[config.mk]
export PLATFORM = sky130hd
export DESIGN_NAME = comb_sweep_ctrl
export DESIGN_NICKNAME = d
export VERILOG_FILES = /design/src/rtl/comb_sweep_ctrl.sv
export SDC_FILE = /design/constraint.sdc
export NUM_CORES = 1
export LEC_CHECK = 0
export ABC_AREA = 1
export CAP_MARGIN = 30
export CORE_MARGIN = 8
export CORE_UTILIZATION = 52
export DETAILED_ROUTE_END_ITERATION = 8
export PLACE_DENSITY = 0.78
export SLEW_MARGIN = 15
export SYNTH_ARGS = -nofsm -noshare
export SYNTH_HDL_FRONTEND = slang
export SYNTH_SLANG_ARGS = --single-unit
[constraint.sdc]
create_clock -name clk -period 2 [get_ports clk]
set_input_delay 0.5 -clock clk [delete_from_list [all_inputs] [get_ports clk]]
set_output_delay 0.5 -clock clk [all_outputs]
set_load 0.05 [all_outputs]
[src/rtl/comb_sweep_ctrl.sv]
// Built-in self-test sequencer for the 4-input block `comb`: walks all 16 input
// vectors, samples E after a settle time and checks the captured truth table.
//
// state  | meaning
// IDLE   | waiting for start; results of the last sweep held
// SETTLE | vector idx applied to A..D, waiting SETTLE_CYCLES for E to settle
// SAMPLE | E captured into truth_table[idx] and checked against expected_q
// DONE   | one-cycle done pulse; pass and outputs already final
module comb_sweep_ctrl #(
  parameter int SETTLE_CYCLES = 2
) (
  input  logic        clk,
  input  logic        rst_n,
  input  logic        start,
  input  logic        abort,
  input  logic [15:0] expected,
  input  logic        E,
  output logic        A,
  output logic        B,
  output logic        C,
  output logic        D,
  output logic        busy,
  output logic        done,
  output logic        pass,
  output logic [15:0] truth_table,
  output logic [4:0]  fail_count,
  output logic [3:0]  first_fail
);

  typedef enum logic [1:0] {IDLE, SETTLE, SAMPLE, DONE} state_t;

  localparam logic [3:0] SETTLE_LAST = 4'(SETTLE_CYCLES - 1);
  localparam state_t     STEP_STATE  = (SETTLE_CYCLES == 0) ? SAMPLE : SETTLE;

  state_t      state, state_d;
  logic [3:0]  idx, idx_d;
  logic [3:0]  cnt, cnt_d;
  logic [3:0]  vec_q, vec_d;
  logic [15:0] exp_q, exp_d;
  logic [15:0] tt_d;
  logic [4:0]  fc_d;
  logic [3:0]  ff_d;
  logic        pass_d, busy_d, done_d;

  assign {A, B, C, D} = vec_q;

  always_comb begin
    state_d = state;
    idx_d   = idx;
    cnt_d   = cnt;
    vec_d   = vec_q;
    exp_d   = exp_q;
    tt_d    = truth_table;
    fc_d    = fail_count;
    ff_d    = first_fail;
    pass_d  = pass;
    busy_d  = busy;
    done_d  = 1'b0;
    case (state)
      IDLE: begin
        if (start && !abort) begin
          exp_d   = expected;
          idx_d   = 4'd0;
          vec_d   = 4'd0;
          cnt_d   = 4'd0;
          tt_d    = 16'd0;
          fc_d    = 5'd0;
          ff_d    = 4'd0;
          pass_d  = 1'b0;
          busy_d  = 1'b1;
          state_d = STEP_STATE;
        end
      end
      SETTLE: begin
        if (abort) begin
          state_d = IDLE;
          busy_d  = 1'b0;
          vec_d   = 4'd0;
          pass_d  = 1'b0;
        end else begin
          cnt_d = cnt + 4'd1;
          if (cnt == SETTLE_LAST) state_d = SAMPLE;
        end
      end
      SAMPLE: begin
        if (abort) begin
          state_d = IDLE;
          busy_d  = 1'b0;
          vec_d   = 4'd0;
          pass_d  = 1'b0;
        end else begin
          tt_d[idx] = E;
          if (E != exp_q[idx]) begin
            fc_d = fail_count + 5'd1;
            if (fail_count == 5'd0) ff_d = idx;
          end
          // Final results are registered on entry to DONE so they are valid with the pulse.
          if (idx == 4'd15) begin
            state_d = DONE;
            done_d  = 1'b1;
            busy_d  = 1'b0;
            pass_d  = (tt_d == exp_q);
            vec_d   = 4'd0;
          end else begin
            idx_d   = idx + 4'd1;
            vec_d   = idx + 4'd1;
            cnt_d   = 4'd0;
            state_d = STEP_STATE;
          end
        end
      end
      DONE: state_d = IDLE;
      default: state_d = IDLE;
    endcase
  end

  always_ff @(posedge clk) begin
    if (!rst_n) begin
      state       <= IDLE;
      idx         <= 4'd0;
      cnt         <= 4'd0;
      vec_q       <= 4'd0;
      exp_q       <= 16'd0;
      truth_table <= 16'd0;
      fail_count  <= 5'd0;
      first_fail  <= 4'd0;
      pass        <= 1'b0;
      busy        <= 1'b0;
      done        <= 1'b0;
    end else begin
      state       <= state_d;
      idx         <= idx_d;
      cnt         <= cnt_d;
      vec_q       <= vec_d;
      exp_q       <= exp_d;
      truth_table <= tt_d;
      fail_count  <= fc_d;
      first_fail  <= ff_d;
      pass        <= pass_d;
      busy        <= busy_d;
      done        <= done_d;
    end
  end

endmodule

==> run_results.csv <==
group,metric,value,unit
run_status,status,"complete, no violations",
power,power_leakage,1.84,nW
finish,regArea,1160,um^2
route,via_per_inst,5.15,
placed_design,place_area,4020,um^2
cts,cts_tree,"yes",
timing,fmax,0.511,GHz
setup_path,critPathBufInv,1,
cts,cts_sinks,58,
logic_synthesis,synth_top_area_cell,"dfxtp_1",
setup_path,cp.arrival,1.46,ns
power,powerDensity,817,nW/um^2
placed_design,hpwl,6390,um
finish,finalNonFillerCells,634,
setup_path,critPathMaxFanout,1,
floorplan,num_rows,29,
finish,num_antenna_cells,0,
logic_synthesis,yosys.area.top_type_share,35.0,%
timing,fin_crit,1.96,ns
finish,fillers,534,
global_route,gr-total-overflow,0,
hold_path,hold_start,"vec_q[1]",
route,drtIter0Drc,210,
hold_path,hold_path.class,"reg -> reg",
setup_path,cp-start-kind,"flop",
placed_design,port_buffers,52,
global_route,grt_pass1_vias,3029,
logic_synthesis,synthCells,475,
logic_synthesis,ys_warn_count,0,
floorplan,ioPinCount,53,
timing,rsz0062_at_grt,"no",
global_route,grt_pass1_wl,13800,um
global_route,track_usage,19.2,%
timing,hold_viol_final,0,
logic_synthesis,syn_area,3310,um^2
setup_path,slowest_stage,"clkdlybuf4s50_1",
cts,clk_path_buf_depth,2,
logic_synthesis,syn-num-nets,509,
cts,cts_root_buf,"clkbuf_8",
setup_path,cp.required,1.50,ns
logic_synthesis,synth.most_common_cell,"nand2_1",
cts,ctsHoldBuffers,0,
setup_path,max_stage_delay,0.80,ns
cts,htree_levels,3,
cts,insertion_delay,0.35,ns
timing,finClkSkew,0.0160,ns
timing,finalSetupTns,0,ns
timing,whs,0.471,ns
logic_synthesis,ys_types,38,
timing,min_period_over_period,97.8,%
route,wl_per_cell,13.5,um
timing,finalSetupViolations,0,
logic_synthesis,ys_async_sr_fraction,0,%
placed_design,place_congestion,0.882,
floorplan,die_area,9180,um^2
setup_path,startpoint,"done",
logic_synthesis,synth_edf_count,0,
setup_path,crit_type,"reg -> out",
logic_synthesis,avgSynthCellArea,6.98,um^2
power,finalPower,3.48,mW
global_route,antenna_found_initial,0,
route,drt-total-wl,8580,um
cts,cts.clk_slew.worst_paths,0.06,ns
finish,final_nets,586,
route,drc,0,
timing,max_slew_margin,64.5,%
cts,cts_buffers,9,
finish,fin_area,4260,um^2
setup_path,r2r-start,"state[0]",
floorplan,die_h,95.8,um
route,ant_nets,0,
logic_synthesis,synthTopCellsByCount,"nand2_1, dfxtp_1, a21oi_1, inv_1",
logic_synthesis,ys_ff_latch,58,
route,via_count,3268,
floorplan,die_x,95.8,um
global_route,grt_max_degree,33,
logic_synthesis,yosys-top-cells-area,"dfxtp_1, nand2_1, a21oi_1, ha_1, inv_1",
timing,tightest_slew,0.532,ns
finish,synthToLayoutAreaGrowth,28.4,%
finish,final_layout_size_suffix_gt1_share,21.0,%
logic_synthesis,ys_seq_area_share,35.0,%
setup_path,endpoint_kind,"output port",
route,drt_pass1_iterations,4,
run,cap_violations,0,
logic_synthesis,ys.flop_type,"dfxtp_1",
timing,drv_slew,0,
power,max-vdd-ir-drop,713,uV
floorplan,core-area,6240,um^2
floorplan,initial_core_util,53.1,%
setup_path,crit_chain,"clkdlybuf4s50_1",
placed_design,place_inst,618,
finish,multi_input_area,1830,um^2
cts,cts_setup_buffers,0,
setup_path,crit_family,"buffers and inverters",
==> placed cells by master (no fill, tap or decap), drive strengths merged, types with 5 or more instances in the layout <==
cell	n
buf	63
clkbuf	12
nand2	142
clkdlybuf4s50	21
nand3	26
dfxtp	58
xor2	14
nor2	38
o21ai	44
a21oi	46
inv	55
o211ai	5
ha	13
==> routing by layer <==
metal / GRT usage, % / routed length (um) / vias to the layer above
met1: 22.4 / 3610 / 1473
met5: 0 / 0 / -
met3: 4.68 / 610 / 21
li1: - / - / 1670
met2: 32.6 / 4140 / 104
met4: 8.71 / 226 / 0
==> power by group <==
| group | switching, mW | internal [mW] |
|---|---|---|
| Clock | 0.462 | 0.770 |
| Combinational | 0.596 | 0.350 |
| Sequential | 0.0566 | 1.25 |
==> metrics by stage <==
step / util (%) / setup WS [ns]
6_report: 68.2 / 0.0431
5_1_grt: 68.2 / 0.00916
3_3_place_gp: 64.4 / -0.113
2_1_floorplan: - / 0.266
3_5_place_dp: 64.4 / -0.191
4_1_cts: 68.1 / 0.0367
==> registers in the layout, indices dropped and copies added (netlist names) <==
name         count
done             1
idx              4
busy             1
cnt              4
fail_count       5
first_fail       4
exp_q           16
pass             1
vec_q            4
truth_table     16
state            2
==> worst paths after layout <==
path	slack [ns]	cells past startpoint	to
max reg2reg	0.14	13	pass
max	0.04	1	done
min	0.47	2	vec_q[1]
min reg2reg	0.47	2	vec_q[1]
==> logic make-up after synthesis <==
family	count (synthesis)	synth area share [%]
xor+xnor	17	4.49
flops	58	35.0
buf+inv	75	9.97
fa+ha+maj	13	4.91
compound gates	98	16.2
simple gates	214	29.4
==> final cells by class <==
class	count	share of cell area (%)
Multi-Input combinational cell	342	42.9
Sequential cell	58	27.4
Timing Repair Buffer	84	16.9
Inverter	57	5.11
Clock buffer	12	3.64
Tap cell	77	2.26
Clock inverter	4	1.73
==> what timing repair did <==
item                       in CTS  in global routing
hold endpoints to repair        0                  0
setup endpoints to repair       0                  1
gates resized for setup         0                  6
(Power assumes the default switching activity.)
